### config.mk
export PLATFORM = sky130hd
export DESIGN_NAME = mog_fg_detect
export DESIGN_NICKNAME = d
export VERILOG_FILES = /design/src/rtl/mog_pkg.sv /design/src/rtl/mog_rank3.sv /design/src/rtl/mog_fg_detect.sv
export SDC_FILE = /design/constraint.sdc
export NUM_CORES = 2
export LEC_CHECK = 0
export CORE_MARGIN = 3
export CORE_UTILIZATION = 35
export CTS_CLUSTER_DIAMETER = 150
export DETAILED_ROUTE_END_ITERATION = 10
export DONT_BUFFER_PORTS = 1
export PLACE_DENSITY = 0.55
export SLEW_MARGIN = 30
export SYNTH_ARGS = -nofsm -noshare
export SYNTH_HDL_FRONTEND = slang
export SYNTH_HIERARCHICAL = 1
export SYNTH_SLANG_ARGS = --single-unit
### constraint.sdc
create_clock -name clk -period 8.4 [get_ports clk]
set_input_delay 1.68 -clock clk [delete_from_list [all_inputs] [get_ports clk]]
set_output_delay 1.68 -clock clk [all_outputs]
set_load 0.05 [all_outputs]
### src/rtl/mog_pkg.sv
// Shared types and constants for the mixture-of-Gaussians pipeline stages.
package mog_pkg;

  localparam int W_MSB     = 31;
  localparam int W_LSB     = 24;
  localparam int SD_MSB    = 31;
  localparam int SD_LSB    = 16;
  localparam int MOG_NUM_G = 3;
  localparam int FG_LAT    = 4;

  localparam int WGT_W  = W_MSB - W_LSB + 1;
  localparam int SD_W   = SD_MSB - SD_LSB + 1;
  localparam int PROD_W = WGT_W + SD_W;
  localparam int PRE_W  = 10;

  typedef logic [WGT_W-1:0]  wgt_t;
  typedef logic [SD_W-1:0]   sd_t;
  typedef logic [PROD_W-1:0] prod_t;
  typedef logic [1:0]        rank_t;
  typedef logic [PRE_W-1:0]  pre_t;

  // Sum of the weights of every Gaussian ranked strictly ahead of Gaussian idx.
  function automatic pre_t rank_prefix(
    input logic [MOG_NUM_G-1:0][1:0]       ranks,
    input logic [MOG_NUM_G-1:0][WGT_W-1:0] wgts,
    input int                              idx
  );
    pre_t sum;
    sum = {PRE_W{1'b0}};
    for (int j = 0; j < MOG_NUM_G; j++) begin
      if ((j != idx) && (ranks[j] < ranks[idx])) begin
        sum = sum + {{(PRE_W-WGT_W){1'b0}}, wgts[j]};
      end else begin
        sum = sum;
      end
    end
    return sum;
  endfunction

endpackage

### src/rtl/mog_rank3.sv
// Ranks three Gaussians by w/sd using registered cross-products; latency 2.
module mog_rank3
  import mog_pkg::*;
(
  input  logic                             clk,
  input  logic                             rst,
  input  logic [MOG_NUM_G-1:0][WGT_W-1:0]  wgt,
  input  logic [MOG_NUM_G-1:0][SD_W-1:0]   sd,
  input  logic [MOG_NUM_G-1:0]             match,
  output logic [MOG_NUM_G-1:0][1:0]        rank,
  output logic [MOG_NUM_G-1:0][WGT_W-1:0]  wgt_q,
  output logic [MOG_NUM_G-1:0]             match_q
);

  prod_t p01_r, p10_r, p02_r, p20_r, p12_r, p21_r;
  logic [MOG_NUM_G-1:0][WGT_W-1:0] wgt_s1_r;
  logic [MOG_NUM_G-1:0]            match_s1_r;

  logic                      b01_s, b02_s, b12_s;
  logic [1:0]                cnt0_s, cnt1_s, cnt2_s;
  logic [MOG_NUM_G-1:0][1:0] rank_s;

  // S1: all ordered cross-products w_i * sd_j, plus weight/match sideband.
  always_ff @(posedge clk or posedge rst) begin
    if (rst) begin
      p01_r      <= {PROD_W{1'b0}};
      p10_r      <= {PROD_W{1'b0}};
      p02_r      <= {PROD_W{1'b0}};
      p20_r      <= {PROD_W{1'b0}};
      p12_r      <= {PROD_W{1'b0}};
      p21_r      <= {PROD_W{1'b0}};
      wgt_s1_r   <= {(MOG_NUM_G*WGT_W){1'b0}};
      match_s1_r <= {MOG_NUM_G{1'b0}};
    end else begin
      p01_r      <= prod_t'(wgt[0]) * prod_t'(sd[1]);
      p10_r      <= prod_t'(wgt[1]) * prod_t'(sd[0]);
      p02_r      <= prod_t'(wgt[0]) * prod_t'(sd[2]);
      p20_r      <= prod_t'(wgt[2]) * prod_t'(sd[0]);
      p12_r      <= prod_t'(wgt[1]) * prod_t'(sd[2]);
      p21_r      <= prod_t'(wgt[2]) * prod_t'(sd[1]);
      wgt_s1_r   <= wgt;
      match_s1_r <= match;
    end
  end

  // S2: rank_i counts the Gaussians that beat i; >= gives ties to the lower index.
  always_comb begin
    b01_s  = (p01_r >= p10_r);
    b02_s  = (p02_r >= p20_r);
    b12_s  = (p12_r >= p21_r);
    cnt0_s = {1'b0, ~b01_s} + {1'b0, ~b02_s};
    cnt1_s = {1'b0,  b01_s} + {1'b0, ~b12_s};
    cnt2_s = {1'b0,  b02_s} + {1'b0,  b12_s};
    // A cyclic outcome (only reachable with sd = 0) falls back to index order.
    if ((cnt0_s == 2'd1) && (cnt1_s == 2'd1) && (cnt2_s == 2'd1)) begin
      rank_s[0] = 2'd0;
      rank_s[1] = 2'd1;
      rank_s[2] = 2'd2;
    end else begin
      rank_s[0] = cnt0_s;
      rank_s[1] = cnt1_s;
      rank_s[2] = cnt2_s;
    end
  end

  // S2 output registers.
  always_ff @(posedge clk or posedge rst) begin
    if (rst) begin
      rank    <= {(MOG_NUM_G*2){1'b0}};
      wgt_q   <= {(MOG_NUM_G*WGT_W){1'b0}};
      match_q <= {MOG_NUM_G{1'b0}};
    end else begin
      rank    <= rank_s;
      wgt_q   <= wgt_s1_r;
      match_q <= match_s1_r;
    end
  end

endmodule

### src/rtl/mog_fg_detect.sv
// Foreground classification: rank, background-set threshold, per-pixel fg bit
// and per-frame foreground totals.
module mog_fg_detect
  import mog_pkg::*;
#(
  parameter logic [7:0] BG_THRESH    = 8'hB3,
  parameter int         FRAME_PIXELS = 307200,
  parameter int         CNT_W        = 19
) (
  input  logic             clk,
  input  logic             rst,
  input  logic             window_en,
  input  logic             sof,
  input  logic [31:0]      w1_in,
  input  logic [31:0]      w2_in,
  input  logic [31:0]      w3_in,
  input  logic [31:0]      sd1_in,
  input  logic [31:0]      sd2_in,
  input  logic [31:0]      sd3_in,
  input  logic             g1_match,
  input  logic             g2_match,
  input  logic             g3_match,
  output logic             fg_valid,
  output logic             fg_pixel,
  output logic             frame_done,
  output logic [CNT_W-1:0] fg_count
);

  localparam logic [CNT_W-1:0] FRAME_LAST = CNT_W'(FRAME_PIXELS);
  localparam logic [CNT_W-1:0] CNT_ONE    = {{(CNT_W-1){1'b0}}, 1'b1};

  logic [MOG_NUM_G-1:0][WGT_W-1:0] wgt_s;
  logic [MOG_NUM_G-1:0][SD_W-1:0]  sd_s;
  logic [MOG_NUM_G-1:0]            match_s;
  logic [MOG_NUM_G-1:0][1:0]       rank_s;
  logic [MOG_NUM_G-1:0][WGT_W-1:0] wgt_q_s;
  logic [MOG_NUM_G-1:0]            match_q_s;
  logic                            unused_bits_s;

  logic [FG_LAT-2:0]               vld_r;
  logic [FG_LAT-2:0]               sof_r;
  pre_t [MOG_NUM_G-1:0]            pre_s;
  logic [MOG_NUM_G-1:0]            bg_s;
  logic [MOG_NUM_G-1:0]            bg_r;
  logic [MOG_NUM_G-1:0]            match_s3_r;

  logic                            fg_bit_s;
  logic                            count_s;
  logic [CNT_W-1:0]                pix_nxt_s;
  logic [CNT_W-1:0]                fg_nxt_s;
  logic [CNT_W-1:0]                pix_cnt_r;
  logic [CNT_W-1:0]                fg_cnt_r;

  assign wgt_s   = {w3_in[W_MSB:W_LSB], w2_in[W_MSB:W_LSB], w1_in[W_MSB:W_LSB]};
  assign sd_s    = {sd3_in[SD_MSB:SD_LSB], sd2_in[SD_MSB:SD_LSB], sd1_in[SD_MSB:SD_LSB]};
  assign match_s = {g3_match, g2_match, g1_match};
  assign unused_bits_s = ^{w1_in[W_LSB-1:0], w2_in[W_LSB-1:0], w3_in[W_LSB-1:0],
                           sd1_in[SD_LSB-1:0], sd2_in[SD_LSB-1:0], sd3_in[SD_LSB-1:0]};

  mog_rank3 u_rank (
    .clk     (clk),
    .rst     (rst),
    .wgt     (wgt_s),
    .sd      (sd_s),
    .match   (match_s),
    .rank    (rank_s),
    .wgt_q   (wgt_q_s),
    .match_q (match_q_s)
  );

  // Valid and sof sideband delay lines aligned with S1..S3.
  always_ff @(posedge clk or posedge rst) begin
    if (rst) begin
      vld_r <= {(FG_LAT-1){1'b0}};
      sof_r <= {(FG_LAT-1){1'b0}};
    end else begin
      vld_r <= {vld_r[FG_LAT-3:0], window_en};
      sof_r <= {sof_r[FG_LAT-3:0], window_en & sof};
    end
  end

  // S3: cumulative weight ahead of each Gaussian decides background membership.
  always_comb begin
    for (int i = 0; i < MOG_NUM_G; i++) begin
      pre_s[i] = rank_prefix(rank_s, wgt_q_s, i);
      bg_s[i]  = (pre_s[i] <= {2'b00, BG_THRESH});
    end
  end

  // S3 registers.
  always_ff @(posedge clk or posedge rst) begin
    if (rst) begin
      bg_r       <= {MOG_NUM_G{1'b0}};
      match_s3_r <= {MOG_NUM_G{1'b0}};
    end else begin
      bg_r       <= bg_s;
      match_s3_r <= match_q_s;
    end
  end

  // S4: first matched Gaussian in priority order; no match is foreground.
  always_comb begin
    if (match_s3_r[0]) begin
      fg_bit_s = ~bg_r[0];
    end else if (match_s3_r[1]) begin
      fg_bit_s = ~bg_r[1];
    end else if (match_s3_r[2]) begin
      fg_bit_s = ~bg_r[2];
    end else begin
      fg_bit_s = 1'b1;
    end
  end

  // Next frame-counter values; a sof pixel restarts the frame, otherwise saturate.
  always_comb begin
    count_s = sof_r[FG_LAT-2] || (pix_cnt_r < FRAME_LAST);
    if (sof_r[FG_LAT-2]) begin
      pix_nxt_s = CNT_ONE;
      fg_nxt_s  = {{(CNT_W-1){1'b0}}, fg_bit_s};
    end else begin
      pix_nxt_s = pix_cnt_r + CNT_ONE;
      fg_nxt_s  = fg_cnt_r + {{(CNT_W-1){1'b0}}, fg_bit_s};
    end
  end

  // S4 outputs and frame counters.
  always_ff @(posedge clk or posedge rst) begin
    if (rst) begin
      fg_valid   <= 1'b0;
      fg_pixel   <= 1'b0;
      frame_done <= 1'b0;
      fg_count   <= {CNT_W{1'b0}};
      pix_cnt_r  <= {CNT_W{1'b0}};
      fg_cnt_r   <= {CNT_W{1'b0}};
    end else begin
      fg_valid   <= vld_r[FG_LAT-2];
      fg_pixel   <= vld_r[FG_LAT-2] & fg_bit_s;
      frame_done <= 1'b0;
      if (vld_r[FG_LAT-2] && count_s) begin
        pix_cnt_r <= pix_nxt_s;
        fg_cnt_r  <= fg_nxt_s;
        if (pix_nxt_s == FRAME_LAST) begin
          fg_count   <= fg_nxt_s;
          frame_done <= 1'b1;
        end else begin
          fg_count   <= fg_count;
        end
      end else begin
        pix_cnt_r <= pix_cnt_r;
        fg_cnt_r  <= fg_cnt_r;
      end
    end
  end

endmodule

==> reports/metrics.cfg <==
[final_layout]
most-common-layout-cells=679 x inv_1, 664 x and2_1, 507 x fa_1
num-fill-cells=10550
fin_util=0.3753
area_growth_syn_to_layout_pct=5.880
nets=4885
drive_above_1_share=0.02926
final_common_cell=inv_1

[drt]
first_pass_iters=5
avgRoutedWirePerCell_um=16.13
drt_wl_total_um=84100
viasPerCell=4.889
drc=0
vias=25490
antenna_left=0
drt_first_iter_violations=1107

[sta]
worst_slack_ns=2.893
worstMarginPinSlew_ns=0.8601
hold_slack_ns=0.3478
slew_headroom=0.4205
period_minus_slack_ns=5.507
setup_tns_ns=0
max_freq_mhz=181.6
setup_viol_count_final=0
fin_skew_ns=0.01822
fin_crit_sh=0.6556
finalHoldViolCount=0
drv_slew=0
grt_setup_unrepaired=no

[floorplan]
die_height_um=330.7
core_sq_mm=0.1041
fp.dieW_um=330.7
start_util=0.3545
fp-row-count=118
dieArea_sq_mm=0.1094
io_pins=221

[critical_path]
rr_endpoint=bg_r[1]
cp_max_fo=16
required_ns=8.85
regToRegSetupSlack_ns=4.76
reg2reg_from=u_rank/rank[1]
cp_cell_sequence=and2_1 -> fa_1 -> fa_1 -> fa_1 -> inv_1 -> fa_1 -> inv_1 -> ha_1 -> a21o_1 -> a21oi_1 -> a2bb2oi_1 -> nand3b_1 -> a311oi_1 -> o21ai_1 -> xor2_1
cp_slowest_cell=fa_1
path_class=primary input to flop
path_common_cell=fa_1
critPathArrivalTime_ns=5.95
worst_setup_path_end_kind=flop
worst_setup_path_start_kind=primary input
rr_worst_depth=11
crit_family=adder cells
max_stage_delay_ns=0.52
critPathBufInv=2

[place]
io_buffer_count=0
pre_cts_slack_ns=2.302
place_congestion=0.7945
hpwlAfterDp_um=63720

[clock_network]
clockBufferDepth=3
clk_latency_ns=0.58
h-tree-depth=1
cts_inserted_buffers=28
cts_setup_buffers=0
cts_tree=done
cts_resized=0
cts_sinks=276
hold_buffers=0
clkTransAtPathRegs_ns=0.06
cts-root-buf=clkbuf_16

[logic_synthesis]
synth-main-ff-cell=dfrtp_1
yosys.area.top_type_share=0.2751
synth_fa_ha_area_frac=0.4012
synth-simple-area-share=0.1837
netlist_instances=3936
ys_ff_latch=276
syn-num-nets=5013
ys_types=82
async_flop_share=1.000
synth-edff-count=0
ys_seq_area_frac=0.1872
syn-cell-area_sq_mm=0.03690
yosysTopAreaCell=fa_1
ys_warn_count=6
syn_avg_cell_area_sq_um=9.374
synth_xor_xnor_area_share=0.03110
synthTopCellsByArea=fa_1 28%, dfrtp_1 19%, ha_1 13%
synth_mux_area_frac=0.01055
synth_compound_area_frac=0.09895
synth_top_family_by_area=adder cells

[power_and_ir_drop]
p_switching_w=0.004913
p_leak_nw=19.34
ir_drop_mv=0.1644
power.share.combinational=0.695
power.internal_w=0.005868
power_w=0.01078
p_seq_frac=0.179
switching_share=0.4557
p_per_area_mw_per_mm2=276.0
clock_power_share=0.126

[global_route]
grt_use_total=0.1592
antenna_found_initial=6
grt_max_degree=75
grt_pass1_vias=27040
grt_pass1_wl_um=142500
gr-total-overflow=0

[outcome]
status=complete, no violations

[min_path]
min_to=u_rank/wgt_q[23]
holdPathStages=0
min_from=u_rank/wgt_s1_r[23]
min_path_type=flop to flop

[run]
max-cap-violations=0

## metrics by stage
| stage | instance area, sq um | instances |
|---|---|---|
| CTS | 39060 | 5208 |
| detailed placement | 38040 | 5158 |
| finish | 39070 | 5213 |
| floorplan | 36900 | 3936 |
| global placement | 38040 | 5158 |
| global route | 39060 | 5208 |
## cells in the mapped netlist, drive strengths merged, types with 8 or more instances
cell type	count
and3	24
inv	681
or3	11
nor3	29
a21o	79
o2111ai	8
nand3	46
nor2b	28
nor2	104
and4	9
xor2	39
dfrtp	276
o21ai	114
o31ai	24
clkbuf	153
and2	664
mux2	25
ha	371
fa	507
o211ai	17
o21a	25
buf	13
nand4	27
xnor2	92
nand2b	17
a21oi	146
a211oi	25
a31oi	17
o21bai	19
nand2	230
## flip-flops by register name, indices dropped and copies added (netlist names), 6 cells and up
name             flops
u_rank/wgt_q        24
u_rank/p20_r        24
fg_cnt_r            19
pix_cnt_r           19
u_rank/p10_r        24
u_rank/wgt_s1_r     24
u_rank/p01_r        24
u_rank/rank          6
fg_count            19
u_rank/p21_r        24
u_rank/p12_r        24
u_rank/p02_r        24
## worst register-to-register path: stages, from the launching register on
cell and delay (ns):
dfrtp_1 0.39, ha_1 0.31, nand2b_1 0.25, and3_1 0.29, ha_1 0.22, fa_1 0.45, and2_1 0.21, a31o_2 0.25
nor4_1 0.38, nor4bb_1 0.37, o22ai_1 0.14, a32o_1 0.27
## power groups by stage
stage               clock network, W  logic (W)  registers (W)
detailed placement                 0    0.00756        0.00196
global placement                   0    0.00750        0.00196
floorplan                          0    0.00605        0.00190
global route                 0.00147    0.00870        0.00197
finish                       0.00136    0.00749        0.00193
CTS                          0.00141    0.00762        0.00194
## worst max-delay path by stage
stage,to,cells past startpoint,slack [ns],from
CTS,u_rank/p10_r[21],15,2.89,sd1_in[23]
floorplan,u_rank/match_q[0],1,1.15,rst
global route,u_rank/p10_r[20],15,2.60,w2_in[26]
finish,u_rank/p10_r[21],15,2.89,sd1_in[23]
detailed placement,u_rank/p10_r[21],15,2.30,sd1_in[23]
global placement,u_rank/p10_r[21],15,2.35,sd1_in[23]
## cells by family (layout without fill, tap and decap cells)
kind of cell    count (synthesis)  after routing
simple gates                 1218           1218
fa+ha+maj                     879            879
buf+inv                       847            739
compound gates                553            553
flops                         276            276
xor+xnor                      131            131
mux                            32             32
other cells                     0              5
## layer usage
metal / track usage / share of wire / vias up
li1: - / - / 12200
met1: 0.2209 / 0.47 / 12910
met2: 0.2729 / 0.48 / 326
met3: 0.02083 / 0.038 / 52
met4: 0.01900 / 0.0095 / 0
met5: 0 / 0 / -
## area by class of cell
cell class | count | area [sq um] | share of cell area
Inverter | 681 | 2564 | 0.06562
Clock inverter | 16 | 252.7 | 0.006469
Tap cell | 1380 | 1727 | 0.04420
Clock buffer | 34 | 763.2 | 0.01954
Sequential cell | 276 | 6908 | 0.1768
Multi-Input combinational cell | 2813 | 26780 | 0.6855
Timing Repair Buffer | 8 | 60.06 | 0.001537
Antenna cell | 5 | 12.51 | 0.0003203
(Power assumes the default switching activity.)
